<file path="config.mk">
export PLATFORM = sky130hd
export DESIGN_NAME = ra_pq_reg_pipe
export DESIGN_NICKNAME = d
export VERILOG_FILES = /design/src/rtl/pq_pkg.sv /design/src/rtl/ra_pq_reg_stage.sv /design/src/rtl/ra_pq_reg_pipe.sv
export SDC_FILE = /design/constraint.sdc
export NUM_CORES = 1
export LEC_CHECK = 0
export CORE_AREA = 2 2 133 109
export CTS_CLUSTER_DIAMETER = 80
export DETAILED_ROUTE_END_ITERATION = 10
export DIE_AREA = 0 0 135 111
export GPL_TIMING_DRIVEN = 1
export MAX_ROUTING_LAYER = met4
export PLACE_DENSITY_LB_ADDON = 0.12
export SETUP_SLACK_MARGIN = 0.3
export SYNTH_ARGS = -nofsm -noshare
export SYNTH_HDL_FRONTEND = slang
export SYNTH_HIERARCHICAL = 1
export SYNTH_SLANG_ARGS = --single-unit
</file>
<file path="constraint.sdc">
create_clock -name clk -period 2.63 [get_ports clk]
set_input_delay 0.526 -clock clk [delete_from_list [all_inputs] [get_ports clk]]
set_output_delay 0.526 -clock clk [all_outputs]
set_load 0.05 [all_outputs]
</file>
<file path="src/rtl/pq_pkg.sv">
// rtl/pq_pkg.sv - key/value item type shared by the register-array priority queue
package pq_pkg;

   localparam int KEY_W = 16;
   localparam int VAL_W = 16;

   typedef struct packed {
      logic [KEY_W-1:0] key;
      logic [VAL_W-1:0] val;
   } kv_t;

   // An empty slot carries the largest key so it always sorts behind real items.
   localparam logic [KEY_W-1:0] KEY0 = '1;
   localparam logic [VAL_W-1:0] VAL0 = '0;

endpackage

</file>
<file path="src/rtl/ra_pq_reg_stage.sv">
// rtl/ra_pq_reg_stage.sv - one key/value register with valid bit, load and clear enables
module ra_pq_reg_stage
   import pq_pkg::*;
(
   input  logic                    clk,
   input  logic                    rst_n,
   input  logic                    clr,
   input  logic                    load,
   input  logic                    d_valid,
   input  logic [$bits(kv_t)-1:0]  d_kv,
   output logic                    q_valid,
   output logic [$bits(kv_t)-1:0]  q_kv
);

   // Loading an invalid source writes the empty value so idle data stays defined.
   always_ff @(posedge clk or negedge rst_n) begin
      if (!rst_n) begin
         q_valid <= 1'b0;
         q_kv    <= {KEY0, VAL0};
      end else if (clr || (load && !d_valid)) begin
         q_valid <= 1'b0;
         q_kv    <= {KEY0, VAL0};
      end else if (load) begin
         q_valid <= 1'b1;
         q_kv    <= d_kv;
      end
   end

endmodule

</file>
<file path="src/rtl/ra_pq_reg_pipe.sv">
// rtl/ra_pq_reg_pipe.sv - elastic DEPTH-stage key/value register pipe with bubble collapse
module ra_pq_reg_pipe
   import pq_pkg::*;
#(
   parameter  int DEPTH = 4,
   localparam int CW    = $clog2(DEPTH + 1)
)(
   input  logic                    clk,
   input  logic                    rst_n,
   input  logic                    flush,
   input  logic                    in_valid,
   input  logic [$bits(kv_t)-1:0]  in_kv,
   output logic                    in_ready,
   output logic                    out_valid,
   output logic [$bits(kv_t)-1:0]  out_kv,
   input  logic                    out_ready,
   output logic [CW-1:0]           count
);

   localparam int KV_W = $bits(kv_t);

   logic [DEPTH-1:0] valid;
   logic [DEPTH-1:0] adv;
   logic [KV_W-1:0]  data [DEPTH];
   logic             hole_seen;
   logic             in_xfer;
   logic             out_xfer;
   logic [CW-1:0]    cnt;

   // A stage may move when the output drains or any stage at or beyond it is empty.
   always_comb begin
      adv       = '0;
      hole_seen = 1'b0;
      for (int i = DEPTH - 1; i >= 0; i--) begin
         hole_seen = hole_seen | ~valid[i];
         adv[i]    = out_ready | hole_seen;
      end
   end

   for (genvar g = 0; g < DEPTH; g++) begin : g_stage
      logic            src_valid;
      logic [KV_W-1:0] src_kv;

      if (g == 0) begin : g_head
         assign src_valid = in_valid;
         assign src_kv    = in_kv;
      end else begin : g_body
         assign src_valid = valid[g-1];
         assign src_kv    = data[g-1];
      end

      ra_pq_reg_stage u_stage (
         .clk     (clk),
         .rst_n   (rst_n),
         .clr     (flush),
         .load    (adv[g]),
         .d_valid (src_valid),
         .d_kv    (src_kv),
         .q_valid (valid[g]),
         .q_kv    (data[g])
      );
   end

   assign in_ready  = adv[0];
   assign out_valid = valid[DEPTH-1];
   assign out_kv    = data[DEPTH-1];
   assign in_xfer   = in_valid & in_ready;
   assign out_xfer  = out_valid & out_ready;
   assign count     = cnt;

   always_ff @(posedge clk or negedge rst_n) begin
      if (!rst_n) begin
         cnt <= '0;
      end else if (flush) begin
         cnt <= '0;
      end else if (in_xfer && !out_xfer) begin
         cnt <= cnt + 1'b1;
      end else if (out_xfer && !in_xfer) begin
         cnt <= cnt - 1'b1;
      end
   end

   a_count_popcount: assert property (@(posedge clk) disable iff (!rst_n)
      cnt == CW'($countones(valid)));

   a_in_kv_hold: assert property (@(posedge clk) disable iff (!rst_n)
      (in_valid && !in_ready && !flush) |=> $stable(in_kv));

endmodule

</file>
==> results.py <==
metrics = {
    "synthesis": {
        "syn_area_per_cell_um2": 15.3,
        "synth_compound_area_share_pct": 24.8,
        "synth_top_cells_by_area": "sky130_fd_sc_hd__dfrtp_1, sky130_fd_sc_hd__dfstp_2, sky130_fd_sc_hd__a32o_1, sky130_fd_sc_hd__o32a_1, sky130_fd_sc_hd__buf_6",
        "syn-instance-count": 353,
        "netlist-cell-type-count": 29,
        "synth_top_area_share_pct": 33.0,
        "proportion_of_synthesized_chip_area_in_sequential_cells_pct": 64.2,
        "synth.largest_area_cell": "sky130_fd_sc_hd__dfrtp_1",
        "combinational_family_with_the_most_area_after_synthesis": "compound AO/OA/AOI/OAI gates",
        "synth-async-reset-ratio_pct": 100,
        "post_synth_xor_area_fraction_pct": 0,
        "share_of_cell_area_taken_by_muxes_after_synthesis_pct": 0.627,
        "synthesized_area_um2": 5390,
        "yosys_register_bits": 135,
        "synth-main-ff-cell": "sky130_fd_sc_hd__dfrtp_1",
        "synthesis.yosys.warnings": 6,
        "post_synth_and_or_nand_nor_area_fraction_pct": 3.83,
        "synthesized_area_fraction_occupied_by_adder_cells_pct": 0.371,
        "synth-edff-count": 0,
        "synth.net_count": 391,
    },
    "die": {
        "placement_rows": 39,
        "boundaryPins": 74,
        "die_y_um": 111,
        "floorplan.core_area_um2": 13900,
        "floorplan.die.width_um": 135,
        "fp.dieArea_um2": 15000,
        "initial_core_utilization_pct": 38.9,
    },
    "clock_tree": {
        "cts_buffers": 17,
        "clkSinkCount": 135,
        "tritoncts": "done",
        "h-tree-depth": 4,
        "clock_buffer_depth": 2,
        "post_cts_buffers": 0,
        "path_clk_slew_ps": 60,
        "clockRootBuffer": "sky130_fd_sc_hd__clkbuf_16",
        "postCtsResizedCells": 0,
        "cts_hold_repair.buffers": 0,
        "worstSkewPairLatency_ps": 410,
    },
    "sta": {
        "maxSlewViolCount": 0,
        "tightest_slew_ps": 586,
        "setup_tns_ps": 0,
        "period_share_pct": 86.7,
        "grt_setup_unrepaired": "false",
        "setup-violations-final": 0,
        "timing.fmax_mhz": 438,
        "finalCriticalPeriod_ps": 2280,
        "slew_headroom_pct": 60.9,
        "hold_violations": 0,
        "final.setup_skew_ps": 6.37,
    },
    "setup_path": {
        "ff2ff_path_depth": 6,
        "cp-start-kind": "register",
        "worst_setup_path_startpoint": "g_stage[3].u_stage/q_kv[20]",
        "ff2ff_setup_slack_ps": 620,
        "origin_of_the_critical_flop_to_flop_path": "g_stage[1].u_stage/q_valid",
        "worst_path_dominant_cell_family": "buffers and inverters",
        "crit_path_top_delay_cell": "sky130_fd_sc_hd__clkdlybuf4s50_1",
        "critical_path_class": "reg2out",
        "worstSetupEndpoint": "out_kv[20]",
        "path_buf_inv": 1,
        "worst-path-max-fanout": 2,
        "crit_path_cell_trace": "clkdlybuf4s50_1",
        "worst-path-stages": 1,
        "worst_path_max_stage_delay_ps": 800,
        "worstPathArrival_ps": 1760,
        "end_of_the_worst_register_to_register_path": "count[2]",
        "endpoint_kind": "output port",
        "cp_data_required_time_ps": 2100,
    },
    "grt": {
        "grt_use_total_pct": 17.3,
        "via_count_of_the_first_global_routing_pass": 3460,
        "grt_overflow_total": 0,
        "number_of_antenna_violations_at_the_first_check_in_global_routing": 0,
        "grt_first_pass_wirelength_mm": 19.5,
        "grt_max_degree": 74,
    },
    "drt": {
        "vias": 3518,
        "wl_per_cell_um": 18.9,
        "routed_wl_mm": 11.7,
        "drtAntennaViolNets": 0,
        "detailedRoute.firstIterationViolations": 273,
        "detail_route.vias_per_cell": 5.67,
        "total_iterations_of_the_first_detailed_routing_run": 5,
        "drc": 0,
    },
    "power": {
        "post-layout-total-power_mw": 4.47,
        "power.leakage_nw": 2.55,
        "combPwrFrac_pct": 5.9,
        "p_sw_mw": 0.971,
        "power_frac_clock_pct": 46.0,
        "power.density_nw_per_um2": 669,
        "max-vdd-ir-drop_uv": 437,
        "p_int_mw": 3.50,
        "net_sw_share_pct": 21.7,
        "share_seq_of_total_power_pct": 48.1,
    },
    "run_status": {
        "outcome": "complete, no violations",
    },
    "final_layout": {
        "layout.filler_cells": 1210,
        "multiInputGateArea_um2": 1600,
        "diodes": 0,
        "regArea_um2": 3460,
        "post_route_cells_drive_above_1_share_pct": 27.5,
        "area_delta_synth_final_pct": 24.0,
        "finish.utilization_pct": 48.2,
        "nets": 462,
    },
    "placement": {
        "detailed_placement_wirelength_estimate_mm": 8.04,
        "port_buffers": 73,
        "finalWeightedCongestion": 0.794,
    },
    "worst_hold_path": {
        "holdCritPathClass": "in2async",
    },
    "run": {
        "maxCapViolCount": 0,
    },
}
==> worst min-delay path by stage <==
stage	start	to	slack [ps]
after floorplan	rst_n	count[0]	230
after global placement	rst_n	g_stage[3].u_stage/q_kv[15]	480
after detailed placement	rst_n	g_stage[3].u_stage/q_kv[15]	480
after CTS	rst_n	g_stage[3].u_stage/q_kv[15]	40
after global routing	rst_n	g_stage[3].u_stage/q_kv[15]	60
final	rst_n	g_stage[3].u_stage/q_kv[15]	40
==> cells by family (layout without fill, tap and decap cells) <==
logic type      after synthesis  count (layout)
buf+inv                      43             127
fa+ha+maj                     1               1
simple gates                 35              35
flops                       135             135
compound gates              136             136
mux                           3               3
==> per-stage QoR <==
| step | setup slack [ps] | cell area, um2 | cells | hold slack (ps) |
|---|---|---|---|---|
| finish | 349 | 6680 | 621 | 44.4 |
| global route | 304 | 6680 | 621 | 58.3 |
| CTS | 313 | 6670 | 619 | 41.8 |
| detailed placement | 171 | 6150 | 587 | 481 |
| global placement | 216 | 6150 | 587 | 478 |
| floorplan | 277 | 5400 | 353 | 230 |
==> flip-flops by register name, indices dropped and copies added, names as in the netlist <==
register and cells:
g_stage.u_stage/q_kv 128, g_stage.u_stage/q_valid 4, count 3
==> placed cells by master (no fill, tap or decap) <==
master                            netlist  layout
sky130_fd_sc_hd__a221oi_2               1       1
sky130_fd_sc_hd__buf_4                  8      16
sky130_fd_sc_hd__a21oi_1                5       5
sky130_fd_sc_hd__mux2_2                 2       2
sky130_fd_sc_hd__clkinv_2               0       5
sky130_fd_sc_hd__buf_2                  8       1
sky130_fd_sc_hd__a21boi_0               1       1
sky130_fd_sc_hd__inv_1                  7       7
sky130_fd_sc_hd__nand4_1                2       2
sky130_fd_sc_hd__dfstp_2               64      64
sky130_fd_sc_hd__mux2_1                 1       1
sky130_fd_sc_hd__clkdlybuf4s50_1        0      70
sky130_fd_sc_hd__nor3b_1                1       1
sky130_fd_sc_hd__nor2_1                 5       5
sky130_fd_sc_hd__and2_1                 5       5
sky130_fd_sc_hd__or2_1                  4       4
sky130_fd_sc_hd__nor2b_1                3       2
sky130_fd_sc_hd__dfrtp_2                0       1
sky130_fd_sc_hd__clkbuf_16              0      17
sky130_fd_sc_hd__nand3_1                1       1
sky130_fd_sc_hd__nor2_2                 4       4
sky130_fd_sc_hd__nand2_2                4       4
sky130_fd_sc_hd__o32a_1                64      64
sky130_fd_sc_hd__clkbuf_8               0       3
sky130_fd_sc_hd__and3b_1                1       1
sky130_fd_sc_hd__nor2b_4                0       1
sky130_fd_sc_hd__a31oi_1                1       1
sky130_fd_sc_hd__fa_1                   1       1
sky130_fd_sc_hd__nand2_1                1       1
sky130_fd_sc_hd__nand2b_1               4       4
sky130_fd_sc_hd__dfrtp_1               71      70
sky130_fd_sc_hd__a32o_1                64      64
sky130_fd_sc_hd__buf_12                 0       1
sky130_fd_sc_hd__clkbuf_1               4       7
==> metal layers <==
metal | vias to the layer above | GRT usage (%) | part of all wire, %
li1 | 1614 | - | -
met1 | 1799 | 28.4 | 55
met2 | 90 | 19.7 | 38
met3 | 15 | 3.89 | 4.4
met4 | 0 | 6.88 | 1.7
met5 | - | - | 0
==> power groups by stage <==
stage	clock network (mW)	registers (mW)	logic [mW]
final	2.06	2.15	0.262
after global routing	2.19	2.15	0.291
after detailed placement	0	2.18	0.266
after CTS	2.11	2.15	0.267
after floorplan	0	2.19	0.116
after global placement	0	2.18	0.261
==> area by class of cell <==
class	count	area share [%]
repair buffers	88	12.7
flip-flops and latches	135	51.8
clock inverters	5	0.374
inverters	7	0.393
multi-input cells	175	24.0
well taps	184	3.45
clock buffers	27	7.38
==> cells in the mapped netlist (2+ instances only) <==
master                     number
sky130_fd_sc_hd__o32a_1        64
sky130_fd_sc_hd__buf_2          8
sky130_fd_sc_hd__nor2b_1        3
sky130_fd_sc_hd__or2_1          4
sky130_fd_sc_hd__nand2b_1       4
sky130_fd_sc_hd__buf_8          4
sky130_fd_sc_hd__buf_4          8
sky130_fd_sc_hd__dfrtp_1       71
sky130_fd_sc_hd__buf_6         12
sky130_fd_sc_hd__nand2_2        4
sky130_fd_sc_hd__dfstp_2       64
sky130_fd_sc_hd__and2_1         5
sky130_fd_sc_hd__nor2_2         4
sky130_fd_sc_hd__mux2_2         2
sky130_fd_sc_hd__a21oi_1        5
sky130_fd_sc_hd__clkbuf_1       4
sky130_fd_sc_hd__nand4_1        2
sky130_fd_sc_hd__inv_1          7
sky130_fd_sc_hd__a32o_1        64
sky130_fd_sc_hd__nor2_1         5
Note: power is estimated with default switching activity, not from simulation.
